### src/rtl/sar_result_capture_if.sv
// Output stream of sar_result_capture: averaged word at the FIFO head with valid/ready.
// out_tstamp exists only when SAR_CAPTURE_TIMESTAMP_EN is defined.
interface sar_result_capture_if #(
  parameter int DATA_W = 11
);
  logic [DATA_W-1:0] out_data;
  logic              out_valid;
  logic              out_ready;
`ifdef SAR_CAPTURE_TIMESTAMP_EN
  logic [15:0]       out_tstamp;
`endif

  modport master (
    output out_data,
    output out_valid,
`ifdef SAR_CAPTURE_TIMESTAMP_EN
    output out_tstamp,
`endif
    input  out_ready
  );

  modport slave (
    input  out_data,
    input  out_valid,
`ifdef SAR_CAPTURE_TIMESTAMP_EN
    input  out_tstamp,
`endif
    output out_ready
  );
endinterface

### src/rtl/sar_result_capture.sv
// Captures SAR results on conv_done rising edges, averages 2^AVG_LOG2 samples (round-half-up)
// and streams them through a small FIFO with drop accounting. Optional: SAR_CAPTURE_TIMESTAMP_EN.
module sar_result_capture #(
  parameter int DATA_W     = 11,
  parameter int AVG_LOG2   = 2,
  parameter int FIFO_DEPTH = 4
) (
  input  logic                        clock,
  input  logic                        reset,
  input  logic                        enable,
  input  logic                        conv_done,
  input  logic [DATA_W-1:0]           result,
  input  logic                        clr_status,
  sar_result_capture_if.master        out_if,
  output logic [$clog2(FIFO_DEPTH):0] fifo_level,
  output logic                        overflow,
  output logic [7:0]                  drop_count
);

  localparam int ACC_W = DATA_W + AVG_LOG2;
  localparam int CNT_W = (AVG_LOG2 > 0) ? AVG_LOG2 : 1;
  localparam int PTR_W = $clog2(FIFO_DEPTH);
  localparam int LVL_W = PTR_W + 1;
  localparam logic [CNT_W-1:0] CNT_LAST = CNT_W'((2 ** AVG_LOG2) - 1);
  localparam logic [ACC_W-1:0] ROUND    = ACC_W'((2 ** AVG_LOG2) / 2);
  localparam logic [LVL_W-1:0] LVL_FULL = LVL_W'(FIFO_DEPTH);

  logic              done_d_r;
  logic [ACC_W-1:0]  acc_r;
  logic [CNT_W-1:0]  cnt_r;
  logic [DATA_W-1:0] mem_r [FIFO_DEPTH];
  logic [PTR_W-1:0]  wr_ptr_r;
  logic [PTR_W-1:0]  rd_ptr_r;
  logic [LVL_W-1:0]  level_r;
  logic              valid_r;
  logic              overflow_r;
  logic [7:0]        drop_cnt_r;

  logic              edge_s;
  logic              final_s;
  logic [ACC_W-1:0]  sum_s;
  logic [DATA_W-1:0] push_word_s;
  logic              push_s;
  logic              pop_s;
  logic              full_s;
  logic              wr_en_s;
  logic              drop_s;
  logic [LVL_W-1:0]  level_nxt_s;
  logic [7:0]        drop_base_s;
  logic [7:0]        drop_nxt_s;
  logic              ovf_nxt_s;

  // Edge detection, averaging datapath and FIFO/status next-state decode.
  always_comb begin
    edge_s      = conv_done & ~done_d_r & enable;
    final_s     = (cnt_r == CNT_LAST);
    // Sum of 2^AVG_LOG2 DATA_W-bit samples plus half an LSB always fits in ACC_W.
    sum_s       = acc_r + ACC_W'(result);
    push_word_s = DATA_W'((sum_s + ROUND) >> AVG_LOG2);
    push_s      = edge_s & final_s;
    pop_s       = valid_r & out_if.out_ready;
    full_s      = (level_r == LVL_FULL);
    wr_en_s     = push_s & (~full_s | pop_s);
    drop_s      = push_s & full_s & ~pop_s;

    if (wr_en_s && !pop_s) begin
      level_nxt_s = level_r + LVL_W'(1);
    end else if (pop_s && !wr_en_s) begin
      level_nxt_s = level_r - LVL_W'(1);
    end else begin
      level_nxt_s = level_r;
    end

    // The clear takes effect before a coincident drop is counted.
    if (clr_status) begin
      drop_base_s = 8'd0;
    end else begin
      drop_base_s = drop_cnt_r;
    end
    if (drop_s && (drop_base_s != 8'hFF)) begin
      drop_nxt_s = drop_base_s + 8'd1;
    end else begin
      drop_nxt_s = drop_base_s;
    end
    if (drop_s) begin
      ovf_nxt_s = 1'b1;
    end else if (clr_status) begin
      ovf_nxt_s = 1'b0;
    end else begin
      ovf_nxt_s = overflow_r;
    end
  end

  // Edge history and accumulator; done_d resets high so a level already high at release is no edge.
  always_ff @(posedge clock) begin
    if (reset) begin
      done_d_r <= 1'b1;
      acc_r    <= '0;
      cnt_r    <= '0;
    end else begin
      done_d_r <= conv_done;
      if (!enable) begin
        acc_r <= '0;
        cnt_r <= '0;
      end else if (edge_s && !final_s) begin
        acc_r <= sum_s;
        cnt_r <= cnt_r + CNT_W'(1);
      end else if (edge_s) begin
        acc_r <= '0;
        cnt_r <= '0;
      end else begin
        acc_r <= acc_r;
        cnt_r <= cnt_r;
      end
    end
  end

  // FIFO storage, pointers, occupancy and sticky status.
  always_ff @(posedge clock) begin
    if (reset) begin
      for (int i = 0; i < FIFO_DEPTH; i++) begin
        mem_r[i] <= '0;
      end
      wr_ptr_r   <= '0;
      rd_ptr_r   <= '0;
      level_r    <= '0;
      valid_r    <= 1'b0;
      overflow_r <= 1'b0;
      drop_cnt_r <= 8'd0;
    end else begin
      if (wr_en_s) begin
        mem_r[wr_ptr_r] <= push_word_s;
        wr_ptr_r        <= wr_ptr_r + PTR_W'(1);
      end
      if (pop_s) begin
        rd_ptr_r <= rd_ptr_r + PTR_W'(1);
      end
      level_r    <= level_nxt_s;
      valid_r    <= (level_nxt_s != '0);
      overflow_r <= ovf_nxt_s;
      drop_cnt_r <= drop_nxt_s;
    end
  end

`ifdef SAR_CAPTURE_TIMESTAMP_EN
  logic [15:0] tstamp_r;
  logic [15:0] ts_mem_r [FIFO_DEPTH];

  // Free-running timestamp; the final-sample edge cycle value travels with its word.
  always_ff @(posedge clock) begin
    if (reset) begin
      tstamp_r <= 16'd0;
      for (int i = 0; i < FIFO_DEPTH; i++) begin
        ts_mem_r[i] <= 16'd0;
      end
    end else begin
      tstamp_r <= tstamp_r + 16'd1;
      if (wr_en_s) begin
        ts_mem_r[wr_ptr_r] <= tstamp_r;
      end
    end
  end

  assign out_if.out_tstamp = ts_mem_r[rd_ptr_r];
`endif

  assign out_if.out_data  = mem_r[rd_ptr_r];
  assign out_if.out_valid = valid_r;
  assign fifo_level       = level_r;
  assign overflow         = overflow_r;
  assign drop_count       = drop_cnt_r;

endmodule

### src/flat_wrapper.sv
// flat-port wrapper written by rule: the top's interface ports become plain ports
module sar_result_capture_flat 
#(
  parameter int DATA_W     = 11,
  parameter int AVG_LOG2   = 2,
  parameter int FIFO_DEPTH = 4
)
  (clock, reset, enable, conv_done, result, clr_status, fifo_level, overflow, drop_count, out_if_out_data, out_if_out_valid, out_if_out_ready);
  sar_result_capture_if #(.DATA_W(DATA_W)) out_if_i ();
  input  logic clock;
  input  logic reset;
  input  logic enable;
  input  logic conv_done;
  input  logic [DATA_W-1:0] result;
  input  logic clr_status;
  output logic [$clog2(FIFO_DEPTH):0] fifo_level;
  output logic overflow;
  output logic [7:0] drop_count;
  output wire logic [$bits(out_if_i.out_data)-1:0] out_if_out_data;
  output wire logic [$bits(out_if_i.out_valid)-1:0] out_if_out_valid;
  input wire logic [$bits(out_if_i.out_ready)-1:0] out_if_out_ready;
  assign out_if_out_data = out_if_i.out_data;
  assign out_if_out_valid = out_if_i.out_valid;
  assign out_if_i.out_ready = out_if_out_ready;
  sar_result_capture #(.DATA_W(DATA_W), .AVG_LOG2(AVG_LOG2), .FIFO_DEPTH(FIFO_DEPTH)) u_core (.clock(clock), .reset(reset), .enable(enable), .conv_done(conv_done), .result(result), .clr_status(clr_status), .out_if(out_if_i), .fifo_level(fifo_level), .overflow(overflow), .drop_count(drop_count));
endmodule
### config.mk
export PLATFORM = sky130hd
export DESIGN_NAME = sar_result_capture_flat
export DESIGN_NICKNAME = d
export VERILOG_FILES = /design/src/rtl/sar_result_capture_if.sv /design/src/rtl/sar_result_capture.sv /design/src/flat_wrapper.sv
export SDC_FILE = /design/constraint.sdc
export NUM_CORES = 1
export LEC_CHECK = 0
export ABC_CLOCK_PERIOD_IN_PS = 4520
export BUFFER_PORTS_ARGS = -buffer_cell sky130_fd_sc_hd__buf_2
export CAP_MARGIN = 40
export CORE_ASPECT_RATIO = 0.5
export CORE_MARGIN = 2
export CORE_UTILIZATION = 49
export DETAILED_ROUTE_END_ITERATION = 8
export PLACE_DENSITY = 0.72
export SLEW_MARGIN = 40
export SYNTH_ARGS = -nofsm -noshare
export SYNTH_HDL_FRONTEND = slang
export SYNTH_SLANG_ARGS = --single-unit
### constraint.sdc
create_clock -name clock -period 4.52 [get_ports clock]
set_input_delay 0.678 -clock clock [delete_from_list [all_inputs] [get_ports clock]]
set_output_delay 0.678 -clock clock [all_outputs]
set_load 0.01 [all_outputs]
==> results of run 1 <==
-- worst paths after layout --
check / endpoint / from / slack (ns) / cells past startpoint
worst max-delay path: u_core.mem_r[2][9]$_SDFFCE_PN0P_ / result[0] / 1.27 / 11
worst min-delay path: u_core.acc_r[2]$_SDFFE_PP0P_ / u_core.acc_r[2]$_SDFFE_PP0P_ / 0.47 / 2
worst max register to register: u_core.mem_r[2][10]$_SDFFCE_PN0P_ / u_core.cnt_r[0]$_SDFFE_PP0P_ / 1.29 / 7
worst min register to register: u_core.acc_r[2]$_SDFFE_PP0P_ / u_core.acc_r[2]$_SDFFE_PP0P_ / 0.47 / 2
-- synth_stat cells (3+ instances only) --
cell type / n / share of area
nand2b_1: 9 / 0.014
ha_1: 17 / 0.051
and4_1: 3 / 0.0063
xor2_1: 15 / 0.032
clkbuf_1: 9 / 0.0081
or3_1: 4 / 0.0060
nand3_1: 9 / 0.011
mux4_2: 11 / 0.060
nand2_1: 19 / 0.017
a21oi_1: 24 / 0.029
edfxtp_1: 44 / 0.32
xnor2_1: 11 / 0.023
o21ai_0: 7 / 0.0084
nand4_1: 5 / 0.0075
nor2_1: 70 / 0.063
nor2b_1: 7 / 0.011
nand4b_1: 3 / 0.0063
a22oi_1: 11 / 0.020
nor3_1: 12 / 0.014
and2_1: 4 / 0.0060
a31oi_1: 4 / 0.0060
dfxtp_1: 35 / 0.17
and3_1: 6 / 0.0090
inv_1: 15 / 0.014
-- layer usage --
metal | wire (µm) | vias to the layer above
met5 | 0 | -
met4 | 74 | 0
met3 | 390 | 6
met2 | 3740 | 69
met1 | 4210 | 1406
li1 | - | 1501
-- through the flow --
stage          power, W  instances  worst slack (ns)
5_1_grt         0.00182        548              1.05
6_report        0.00175        548              1.27
2_1_floorplan  0.000939        391              1.37
3_5_place_dp   0.000997        532              1.00
4_1_cts         0.00177        548              1.29
3_3_place_gp   0.000995        532              1.07
-- critical path, cell delays in order --
cell	delay, ns
buf_2	0.08
ha_1	0.22
inv_1	0.07
fa_1	0.44
nand2b_2	0.24
a211oi_4	0.32
nor4_2	0.11
a2111oi_4	0.44
nand3_2	0.12
o21ai_0	0.45
a21oi_1	0.14
-- cell usage in the layout, fill, tap and decap left out, drive strengths merged, types with 4 or more instances in the layout --
| master | count |
|---|---|
| nor2 | 70 |
| edfxtp | 44 |
| buf | 40 |
| dfxtp | 35 |
| a21oi | 24 |
| nand2 | 19 |
| ha | 17 |
| inv | 16 |
| xor2 | 15 |
| nor3 | 12 |
| xnor2 | 12 |
| mux4 | 11 |
| a22oi | 11 |
| nand3 | 10 |
| nand2b | 10 |
| clkbuf | 9 |
| o21ai | 9 |
| nor2b | 7 |
| and3 | 7 |
| nand4 | 5 |
| or3 | 5 |
| a31oi | 5 |
| and2 | 4 |
| a211oi | 4 |
| clkinv | 4 |
-- registers in the layout (all words and copies together) (netlist names), named ones only --
| register | flops |
|---|---|
| u_core.acc_r | 13 |
| u_core.cnt_r | 2 |
| u_core.done_d_r | 1 |
| u_core.drop_count | 8 |
| u_core.fifo_level | 3 |
| u_core.mem_r | 44 |
| u_core.out_if.out_valid | 1 |
| u_core.overflow | 1 |
| u_core.rd_ptr_r | 2 |
| u_core.wr_ptr_r | 2 |
-- cell families after synthesis --
group           count (synthesis)  share of synthesized area
compound gates                 66                      0.113
buf+inv                        26                     0.0238
simple gates                  162                      0.197
mux                            13                     0.0644
fa+ha+maj                      18                     0.0560
xor+xnor                       27                     0.0587
flops                          79                      0.486
-- final cells by class --
cell class	count	area [µm²]
Clock buffer	9	225
Timing Repair Buffer	40	200
Tap cell	112	140
Clock inverter	7	95.1
Multi-Input combinational cell	286	2040
Sequential cell	79	2020
Fill cell	705	3340
Inverter	15	56.3
-- report_power, final --
group          switching (W)  internal [W]  total, W
combinational      0.0000943     0.0000792  0.000174
sequential         0.0000254      0.000784  0.000809
clock               0.000287      0.000484  0.000771
total               0.000406       0.00135   0.00175
==> flow_results.xml, run 1 <==
<?xml version="1.0" encoding="UTF-8"?>
<metrics>
  <group name="clock_network">
    <metric name="cts.repair_timing.setup_buffer_count" unit="">0</metric>
    <metric name="worst_setup_hold_path_clk_slew" unit="ns">0.06</metric>
    <metric name="cts-root-to-sink-buffers" unit="">2</metric>
    <metric name="post_cts_resized" unit="">0</metric>
    <metric name="cts_tree" unit="">built</metric>
    <metric name="cts_hold_buffers" unit="">0</metric>
    <metric name="cts_num_sinks" unit="">79</metric>
    <metric name="clock_tree.root_cell" unit="">clkbuf_16</metric>
    <metric name="worst_skew_pair.late_latency" unit="ns">0.34</metric>
    <metric name="cts_htree_levels" unit="">3</metric>
    <metric name="cts_inserted_buffers" unit="">9</metric>
  </group>
  <group name="run_status">
    <metric name="outcome" unit="">finished, final reports clean</metric>
  </group>
  <group name="timing">
    <metric name="fin_skew" unit="ns">0.00521</metric>
    <metric name="report.final.setup_viol" unit="">0</metric>
    <metric name="fin_setup_tns" unit="ns">0</metric>
    <metric name="min_period_over_period" unit="">0.718</metric>
    <metric name="timing.final.hold_violations" unit="">0</metric>
    <metric name="report.final.slew_viol_count" unit="">0</metric>
    <metric name="max_freq" unit="GHz">0.308</metric>
    <metric name="min_period" unit="ns">3.25</metric>
    <metric name="max_slew.worst_pin.slew" unit="ns">0.786</metric>
    <metric name="slew_headroom" unit="">0.474</metric>
    <metric name="grt_setup_unrepaired" unit="">no</metric>
    <metric name="worst_hold_slack" unit="ns">0.467</metric>
  </group>
  <group name="drt">
    <metric name="drtAntennaViolNets" unit="">0</metric>
    <metric name="initialDrtViolationCount" unit="">167</metric>
    <metric name="detailroute.via_count" unit="">2982</metric>
    <metric name="wl_per_cell" unit="µm">15.4</metric>
    <metric name="final_routed_drc_violation_total" unit="">0</metric>
    <metric name="drt_first_pass_iters" unit="">4</metric>
    <metric name="post_drt_via_cell_ratio" unit="">5.44</metric>
    <metric name="detail_route.wirelength" unit="µm">8420</metric>
  </group>
  <group name="synth">
    <metric name="syn-instance-count" unit="">391</metric>
    <metric name="synth.net_count" unit="">426</metric>
    <metric name="netlist-cell-type-count" unit="">56</metric>
    <metric name="yosysWarnings" unit="">0</metric>
    <metric name="synth_edf_count" unit="">44</metric>
    <metric name="synth.ff_latch_count" unit="">79</metric>
    <metric name="syn-cell-area" unit="mm²">0.00416</metric>
    <metric name="ys.flop_type" unit="">edfxtp_1</metric>
    <metric name="postSynth.asyncResetShare" unit="">0</metric>
    <metric name="post_synth.cell_area_avg" unit="µm²">10.6</metric>
    <metric name="proportion_of_synthesized_chip_area_in_sequential_cells" unit="">0.486</metric>
  </group>
  <group name="power">
    <metric name="ir_worst_vdd" unit="µV">222</metric>
    <metric name="power_density" unit="mW/mm²">367</metric>
    <metric name="power.static_leakage" unit="nW">1.84</metric>
  </group>
  <group name="hold_path">
    <metric name="hold_path.class" unit="">flip-flop to flip-flop</metric>
  </group>
  <group name="final_layout">
    <metric name="layout-drive-gt1-share" unit="">0.190</metric>
    <metric name="num_antenna_cells" unit="">0</metric>
    <metric name="post-route-util" unit="">0.589</metric>
    <metric name="synthToLayoutAreaGrowth" unit="%">14.9</metric>
    <metric name="finalInstanceArea" unit="mm²">0.00478</metric>
    <metric name="layout.nets" unit="">466</metric>
  </group>
  <group name="floorplanning">
    <metric name="design.portCount" unit="">41</metric>
    <metric name="placement_rows" unit="">23</metric>
    <metric name="horiz_die_dim" unit="µm">134</metric>
    <metric name="fp.coreArea" unit="mm²">0.00812</metric>
    <metric name="initial_utilization" unit="">0.512</metric>
    <metric name="chipHeight" unit="µm">69.1</metric>
    <metric name="dieArea" unit="mm²">0.00928</metric>
  </group>
  <group name="grt">
    <metric name="total_routing_usage_reported_by_global_routing" unit="">0.191</metric>
    <metric name="global_route.peak_usage_layer" unit="">met1</metric>
    <metric name="global_route.usage.met2" unit="">0.275</metric>
    <metric name="grt_use_met1" unit="">0.280</metric>
    <metric name="grt_pass1_vias" unit="">2706</metric>
    <metric name="grt_remaining_overflow" unit="">0</metric>
    <metric name="antenna_violations_before_repair" unit="">0</metric>
    <metric name="grt_max_degree" unit="">26</metric>
    <metric name="grt_first_pass_wirelength" unit="µm">13800</metric>
    <metric name="groute.layer.met3.usage" unit="">0.0552</metric>
  </group>
  <group name="placement">
    <metric name="io_buffer_count" unit="">40</metric>
    <metric name="placedInstanceArea" unit="mm²">0.00446</metric>
    <metric name="gp_congestion" unit="">0.788</metric>
    <metric name="detailedPlacementHpwl" unit="µm">5820</metric>
  </group>
  <group name="worst_setup_path">
    <metric name="cp_max_fo" unit="">6</metric>
    <metric name="cp.arrival" unit="ns">3.32</metric>
    <metric name="critical_path_required" unit="ns">4.59</metric>
    <metric name="critical_path_startpoint_category" unit="">input port</metric>
    <metric name="critPathKind" unit="">input port to flip-flop</metric>
    <metric name="critical_path_capture_point_type" unit="">flip-flop</metric>
  </group>
  <group name="job">
    <metric name="maxCapViolCount" unit="">0</metric>
  </group>
</metrics>
Note: power is estimated with default switching activity, not from simulation.
==> run 2, diff against run 1 <==
- ABC_CLOCK_PERIOD_IN_PS: 4520 -> 3300
- clock period: 4.52 -> 3.3 ns (I/O delays scaled with it)
==> run 2 against run 1 <==
Against the previous run:
- register-to-register slack worse by 1.0 ns
- non-clock buffer count is 6 higher
- combinational power grew 38%
- worst setup slack worse by 1.0 ns
- clock skew grew 0.0029 ns
- via count increased by 3.2%
- critical endpoint is now u_core.mem_r[0][9]$_SDFFCE_PN0P_
- largest cell class unchanged
==> flow_results.xml, run 2 (synthesis results as in run 1) <==
<?xml version="1.0" encoding="UTF-8"?>
<metrics>
  <group name="run_status">
    <metric name="outcome" unit="">finished, final reports clean</metric>
  </group>
  <group name="final_layout">
    <metric name="layout.nets" unit="">472</metric>
    <metric name="most-common-layout-cells" unit="">70 x nor2_1, 44 x edfxtp_1, 40 x buf_2</metric>
    <metric name="synthToLayoutAreaGrowth" unit="%">16.0</metric>
    <metric name="num_antenna_cells" unit="">0</metric>
    <metric name="mostFrequentLayoutCell" unit="">nor2_1</metric>
    <metric name="largest-register" unit="">u_core.mem_r</metric>
    <metric name="nFillCells" unit="">706</metric>
    <metric name="flip_flop_count_of_the_largest_register_all_copies_and_words_added" unit="">44</metric>
    <metric name="layout-drive-gt1-share" unit="">0.204</metric>
    <metric name="area_of_the_multi_input_gates" unit="mm²">0.00204</metric>
    <metric name="regArea" unit="mm²">0.00202</metric>
  </group>
  <group name="worst_setup_path">
    <metric name="ff2ff_path_depth" unit="">10</metric>
    <metric name="rr_endpoint" unit="">u_core.mem_r[0][9]$_SDFFCE_PN0P_</metric>
    <metric name="critical_path_required" unit="ns">3.36</metric>
    <metric name="critical_path_startpoint_category" unit="">flip-flop</metric>
    <metric name="critPathKind" unit="">flip-flop to flip-flop</metric>
    <metric name="cp_max_fo" unit="">6</metric>
    <metric name="critical_path_capture_point_type" unit="">flip-flop</metric>
    <metric name="setup.reg_to_reg.worst_slack" unit="ns">0.25</metric>
    <metric name="reg2reg_from" unit="">u_core.acc_r[0]$_SDFFE_PP0P_</metric>
    <metric name="cp.arrival" unit="ns">3.11</metric>
  </group>
  <group name="floorplanning">
    <metric name="horiz_die_dim" unit="µm">134</metric>
    <metric name="chipHeight" unit="µm">69.1</metric>
    <metric name="design.portCount" unit="">41</metric>
    <metric name="initial_utilization" unit="">0.512</metric>
    <metric name="dieArea" unit="mm²">0.00928</metric>
    <metric name="placement_rows" unit="">23</metric>
    <metric name="fp.coreArea" unit="mm²">0.00812</metric>
  </group>
  <group name="timing">
    <metric name="slew_headroom" unit="">0.481</metric>
    <metric name="worst_hold_slack" unit="ns">0.431</metric>
    <metric name="grt_setup_unrepaired" unit="">no</metric>
    <metric name="min_period_over_period" unit="">0.924</metric>
    <metric name="fin_setup_tns" unit="ns">0</metric>
    <metric name="report.final.setup_viol" unit="">0</metric>
    <metric name="report.final.slew_viol_count" unit="">0</metric>
    <metric name="postLayoutSetupSlackWorst" unit="ns">0.249</metric>
    <metric name="max_slew.worst_pin.slew" unit="ns">0.776</metric>
    <metric name="fin_skew" unit="ns">0.00815</metric>
    <metric name="max_freq" unit="GHz">0.328</metric>
    <metric name="min_period" unit="ns">3.05</metric>
    <metric name="timing.final.hold_violations" unit="">0</metric>
  </group>
  <group name="drt">
    <metric name="detail_route.wirelength" unit="µm">8610</metric>
    <metric name="post_drt_via_cell_ratio" unit="">5.55</metric>
    <metric name="final_routed_drc_violation_total" unit="">0</metric>
    <metric name="detailroute.via_count" unit="">3077</metric>
    <metric name="drtAntennaViolNets" unit="">0</metric>
    <metric name="initialDrtViolationCount" unit="">196</metric>
    <metric name="drt_first_pass_iters" unit="">4</metric>
    <metric name="wl_per_cell" unit="µm">15.5</metric>
  </group>
  <group name="placement">
    <metric name="detailedPlacementHpwl" unit="µm">6010</metric>
    <metric name="gp_congestion" unit="">0.785</metric>
    <metric name="io_buffer_count" unit="">40</metric>
    <metric name="place_worst_setup_slack" unit="ns">0.0932</metric>
  </group>
  <group name="grt">
    <metric name="grt_remaining_overflow" unit="">0</metric>
    <metric name="grt_max_degree" unit="">26</metric>
    <metric name="antenna_violations_before_repair" unit="">0</metric>
    <metric name="grt_pass1_vias" unit="">2831</metric>
    <metric name="total_routing_usage_reported_by_global_routing" unit="">0.196</metric>
    <metric name="grt_first_pass_wirelength" unit="µm">14200</metric>
  </group>
  <group name="hold_path">
    <metric name="whs_endpoint" unit="">u_core.done_d_r$_SDFF_PP1_</metric>
    <metric name="hold_path.class" unit="">input port to flip-flop</metric>
    <metric name="hold_depth" unit="">2</metric>
    <metric name="worstHoldStart" unit="">conv_done</metric>
  </group>
  <group name="power">
    <metric name="power.static_leakage" unit="nW">1.88</metric>
    <metric name="power_density" unit="mW/mm²">499</metric>
    <metric name="ir_worst_vdd" unit="µV">280</metric>
  </group>
  <group name="clock_network">
    <metric name="cts-root-to-sink-buffers" unit="">2</metric>
    <metric name="worst_skew_pair.late_latency" unit="ns">0.34</metric>
    <metric name="cts_num_sinks" unit="">79</metric>
    <metric name="cts_hold_buffers" unit="">0</metric>
    <metric name="cts.repair_timing.setup_buffer_count" unit="">0</metric>
    <metric name="post_cts_resized" unit="">0</metric>
    <metric name="clock_tree.root_cell" unit="">clkbuf_16</metric>
    <metric name="cts_htree_levels" unit="">3</metric>
    <metric name="cts_inserted_buffers" unit="">9</metric>
    <metric name="cts_tree" unit="">built</metric>
    <metric name="worst_setup_hold_path_clk_slew" unit="ns">0.06</metric>
  </group>
  <group name="job">
    <metric name="maxCapViolCount" unit="">0</metric>
  </group>
</metrics>
-- run 2: changes by cell type in the layout (fill, tap and decap cells not counted) --
| cell | delta |
|---|---|
| buf_4 | +6 |
| clkinv_1 | -1 |
| clkinv_4 | -2 |
| clkbuf_16 | +1 |
| bufinv_16 | -1 |
| inv_4 | +2 |
| inv_6 | +1 |
| clkinv_2 | -1 |
| inv_8 | +1 |
-- run 2: critical path, stage by stage (launching register included) --
cell and delay, ns:
dfxtp_1 0.34, ha_1 0.23, inv_1 0.07, fa_1 0.38, nand2b_2 0.21, a211oi_4 0.34
nor4_2 0.12, a2111oi_4 0.44, nand3_2 0.12, o21ai_0 0.38, a21oi_1 0.14
-- run 2: power by group --
| group | internal (W) | leakage, nW | switching [W] |
|---|---|---|---|
| registers | 0.00107 | 0.730 | 0.0000335 |
| logic | 0.000109 | 0.985 | 0.000130 |
| clock network | 0.000643 | 0.161 | 0.000417 |
-- run 2: how the worst max path moves through the flow --
stage               slack (ns)                    startpoint  cells after the start                                to
floorplan                 0.33                     result[0]                     10  u_core.mem_r[1][9]$_SDFFCE_PN0P_
global placement          0.12                     result[0]                     11  u_core.mem_r[0][9]$_SDFFCE_PN0P_
detailed placement        0.09                     result[0]                     11  u_core.mem_r[1][9]$_SDFFCE_PN0P_
CTS                       0.28  u_core.acc_r[0]$_SDFFE_PP0P_                     10  u_core.mem_r[0][9]$_SDFFCE_PN0P_
global route              0.07  u_core.acc_r[0]$_SDFFE_PP0P_                     10  u_core.mem_r[0][9]$_SDFFCE_PN0P_
finish                    0.25  u_core.acc_r[0]$_SDFFE_PP0P_                     10  u_core.mem_r[0][9]$_SDFFCE_PN0P_
-- run 2: routing by layer --
metal	routed length, µm	GRT usage
met5	0	0
met4	113	0.0515
met3	561	0.0552
met2	3790	0.298
met1	4140	0.276
-- run 2: stage by stage --
stage / area (µm²) / power [W] / cells / utilization
3_3_place_gp: 4500 / 0.00137 / 538 / 0.555
5_1_grt: 4820 / 0.00249 / 554 / 0.594
2_1_floorplan: 4160 / 0.00129 / 391 / -
6_report: 4820 / 0.00241 / 554 / 0.594
3_5_place_dp: 4500 / 0.00137 / 538 / 0.555
4_1_cts: 4820 / 0.00242 / 554 / 0.594
-- run 2: cell type report --
| class | instances | area share |
|---|---|---|
| repair buffers | 46 | 0.0508 |
| inverters | 15 | 0.0117 |
| multi-input cells | 286 | 0.422 |
| clock buffers | 10 | 0.0519 |
| flip-flops and latches | 79 | 0.419 |
| well taps | 112 | 0.0291 |
| clock inverters | 6 | 0.0148 |
==> run 3, diff against run 2 <==
- RECOVER_POWER: unset -> 25
==> run 3 against run 2 <==
Against the previous run:
- fmax is 0.39% higher
- clock power about the same
- die area unchanged
- via count is the same
- design area decreased by 0.52%
- worst setup slack gained 0.012 ns
- sequential cell count did not move
- routed wire length up 1.0%
- sequential share of layout area increased by 0.22 points
==> flow_results.xml, run 3 (synthesis results as in run 1) <==
<?xml version="1.0" encoding="UTF-8"?>
<metrics>
  <group name="timing">
    <metric name="grt_setup_unrepaired" unit="">no</metric>
    <metric name="max_freq" unit="GHz">0.329</metric>
    <metric name="report.final.setup_viol" unit="">0</metric>
    <metric name="min_period_over_period" unit="">0.921</metric>
    <metric name="timing.final.hold_violations" unit="">0</metric>
    <metric name="fin_setup_tns" unit="ns">0</metric>
    <metric name="min_period" unit="ns">3.04</metric>
    <metric name="fin_skew" unit="ns">0.00608</metric>
    <metric name="report.final.slew_viol_count" unit="">0</metric>
    <metric name="max_slew.worst_pin.slew" unit="ns">1.02</metric>
    <metric name="slew_headroom" unit="">0.319</metric>
  </group>
  <group name="hold_path">
    <metric name="hold_depth" unit="">2</metric>
    <metric name="whs_endpoint" unit="">u_core.done_d_r$_SDFF_PP1_</metric>
    <metric name="hold_path.class" unit="">input port to flip-flop</metric>
    <metric name="worstHoldStart" unit="">conv_done</metric>
  </group>
  <group name="grt">
    <metric name="grt_pass1_vias" unit="">2831</metric>
    <metric name="grt_max_degree" unit="">26</metric>
    <metric name="total_routing_usage_reported_by_global_routing" unit="">0.196</metric>
    <metric name="antenna_violations_before_repair" unit="">0</metric>
    <metric name="grt_remaining_overflow" unit="">0</metric>
    <metric name="grt_first_pass_wirelength" unit="µm">14200</metric>
  </group>
  <group name="clock_network">
    <metric name="worst_setup_hold_path_clk_slew" unit="ns">0.06</metric>
    <metric name="worst_skew_pair.late_latency" unit="ns">0.34</metric>
    <metric name="cts_tree" unit="">built</metric>
    <metric name="post_cts_resized" unit="">0</metric>
    <metric name="cts_num_sinks" unit="">79</metric>
    <metric name="cts.repair_timing.setup_buffer_count" unit="">0</metric>
    <metric name="cts_hold_buffers" unit="">0</metric>
    <metric name="clock_tree.root_cell" unit="">clkbuf_16</metric>
    <metric name="cts_htree_levels" unit="">3</metric>
    <metric name="cts_inserted_buffers" unit="">9</metric>
    <metric name="cts-root-to-sink-buffers" unit="">2</metric>
  </group>
  <group name="drt">
    <metric name="initialDrtViolationCount" unit="">216</metric>
    <metric name="drtAntennaViolNets" unit="">0</metric>
    <metric name="post_drt_via_cell_ratio" unit="">5.55</metric>
    <metric name="final_routed_drc_violation_total" unit="">0</metric>
    <metric name="detail_route.wirelength" unit="µm">8700</metric>
    <metric name="drt_first_pass_iters" unit="">4</metric>
    <metric name="wl_per_cell" unit="µm">15.7</metric>
    <metric name="detailroute.via_count" unit="">3077</metric>
  </group>
  <group name="final_layout">
    <metric name="synthToLayoutAreaGrowth" unit="%">15.4</metric>
    <metric name="layout-drive-gt1-share" unit="">0.163</metric>
    <metric name="num_antenna_cells" unit="">0</metric>
    <metric name="mostFrequentLayoutCell" unit="">nor2_1</metric>
    <metric name="largest-register" unit="">u_core.mem_r</metric>
    <metric name="layout.nets" unit="">472</metric>
    <metric name="flip_flop_count_of_the_largest_register_all_copies_and_words_added" unit="">44</metric>
    <metric name="finalInstanceArea" unit="mm²">0.00480</metric>
    <metric name="nFillCells" unit="">710</metric>
    <metric name="most-common-layout-cells" unit="">70 x nor2_1, 44 x edfxtp_1, 34 x dfxtp_1</metric>
  </group>
  <group name="worst_setup_path">
    <metric name="critical_path_required" unit="ns">3.36</metric>
    <metric name="setup.reg_to_reg.worst_slack" unit="ns">0.26</metric>
    <metric name="critical-path-slowest-cell" unit="">a2111oi_4</metric>
    <metric name="cp_max_fo" unit="">6</metric>
    <metric name="cp_top_family" unit="">compound AO/OA/AOI/OAI gates</metric>
    <metric name="critical-path-max-stage-delay" unit="ns">0.44</metric>
    <metric name="timing.critical_path.cells" unit="">ha_1 -&gt; inv_1 -&gt; fa_1 -&gt; nand2b_2 -&gt; a211oi_4 -&gt; nor4_2 -&gt; a2111oi_4 -&gt; nand3_2 -&gt; o21ai_0 -&gt; a21oi_1</metric>
    <metric name="critical_path_capture_point_type" unit="">flip-flop</metric>
    <metric name="reg2reg_from" unit="">u_core.acc_r[0]$_SDFFE_PP0P_</metric>
    <metric name="rr_endpoint" unit="">u_core.mem_r[0][9]$_SDFFCE_PN0P_</metric>
    <metric name="cp_num_buf_inv" unit="">1</metric>
    <metric name="ff2ff_path_depth" unit="">10</metric>
    <metric name="critPathKind" unit="">flip-flop to flip-flop</metric>
    <metric name="setup.worst_path.start" unit="">u_core.acc_r[0]$_SDFFE_PP0P_</metric>
    <metric name="critical_path_startpoint_category" unit="">flip-flop</metric>
    <metric name="cp.arrival" unit="ns">3.10</metric>
  </group>
  <group name="placement">
    <metric name="detailedPlacementHpwl" unit="µm">6010</metric>
    <metric name="io_buffer_count" unit="">40</metric>
    <metric name="placedInstanceArea" unit="mm²">0.00450</metric>
    <metric name="gp_congestion" unit="">0.785</metric>
  </group>
  <group name="job">
    <metric name="maxCapViolCount" unit="">0</metric>
  </group>
  <group name="run_status">
    <metric name="outcome" unit="">finished, final reports clean</metric>
  </group>
  <group name="floorplanning">
    <metric name="fp.coreArea" unit="mm²">0.00812</metric>
    <metric name="placement_rows" unit="">23</metric>
    <metric name="design.portCount" unit="">41</metric>
    <metric name="chipHeight" unit="µm">69.1</metric>
    <metric name="horiz_die_dim" unit="µm">134</metric>
    <metric name="dieArea" unit="mm²">0.00928</metric>
    <metric name="initial_utilization" unit="">0.512</metric>
  </group>
  <group name="power">
    <metric name="power_density" unit="mW/mm²">502</metric>
    <metric name="ir_worst_vdd" unit="µV">281</metric>
    <metric name="power.static_leakage" unit="nW">1.81</metric>
  </group>
</metrics>
==> run 3: worst max-delay path by stage <==
| stage | to | slack [ns] | cells after the start |
|---|---|---|---|
| 2_1_floorplan | u_core.mem_r[1][9]$_SDFFCE_PN0P_ | 0.33 | 10 |
| 3_3_place_gp | u_core.mem_r[0][9]$_SDFFCE_PN0P_ | 0.12 | 11 |
| 3_5_place_dp | u_core.mem_r[1][9]$_SDFFCE_PN0P_ | 0.09 | 11 |
| 4_1_cts | u_core.mem_r[0][9]$_SDFFCE_PN0P_ | 0.28 | 10 |
| 5_1_grt | u_core.mem_r[0][9]$_SDFFCE_PN0P_ | 0.06 | 10 |
| 6_report | u_core.mem_r[0][9]$_SDFFCE_PN0P_ | 0.26 | 10 |
==> run 3: layout make-up <==
class / count / area (µm²) / share of cell area
clock buffer: 10 / 250 / 0.0522
clock inverter: 6 / 71.3 / 0.0149
inverter: 15 / 56.3 / 0.0117
multi-input combinational: 286 / 2040 / 0.425
sequential: 79 / 2020 / 0.422
tap: 112 / 140 / 0.0292
timing repair buffer: 46 / 220 / 0.0459
==> run 3: layer usage <==
metal / GRT usage / routed length (µm)
met1: 0.276 / 4300
met2: 0.298 / 3780
met3: 0.0552 / 497
met4: 0.0515 / 115
met5: 0 / 0
==> run 3: stage by stage <==
| step | cells | util | power [W] | setup WS, ns | hold slack, ns |
|---|---|---|---|---|---|
| floorplan | 391 | - | 0.00129 | 0.331 | 0.436 |
| global placement | 538 | 0.555 | 0.00137 | 0.119 | 0.442 |
| detailed placement | 538 | 0.555 | 0.00137 | 0.0932 | 0.453 |
| CTS | 554 | 0.594 | 0.00242 | 0.275 | 0.421 |
| global route | 554 | 0.591 | 0.00249 | 0.0568 | 0.436 |
| finish | 554 | 0.591 | 0.00241 | 0.261 | 0.430 |
==> run 3: power by group <==
| part | switching, W | leakage [nW] | internal [W] |
|---|---|---|---|
| combinational | 0.000131 | 0.916 | 0.000107 |
| clock | 0.000421 | 0.161 | 0.000643 |
| sequential | 0.0000338 | 0.730 | 0.00107 |
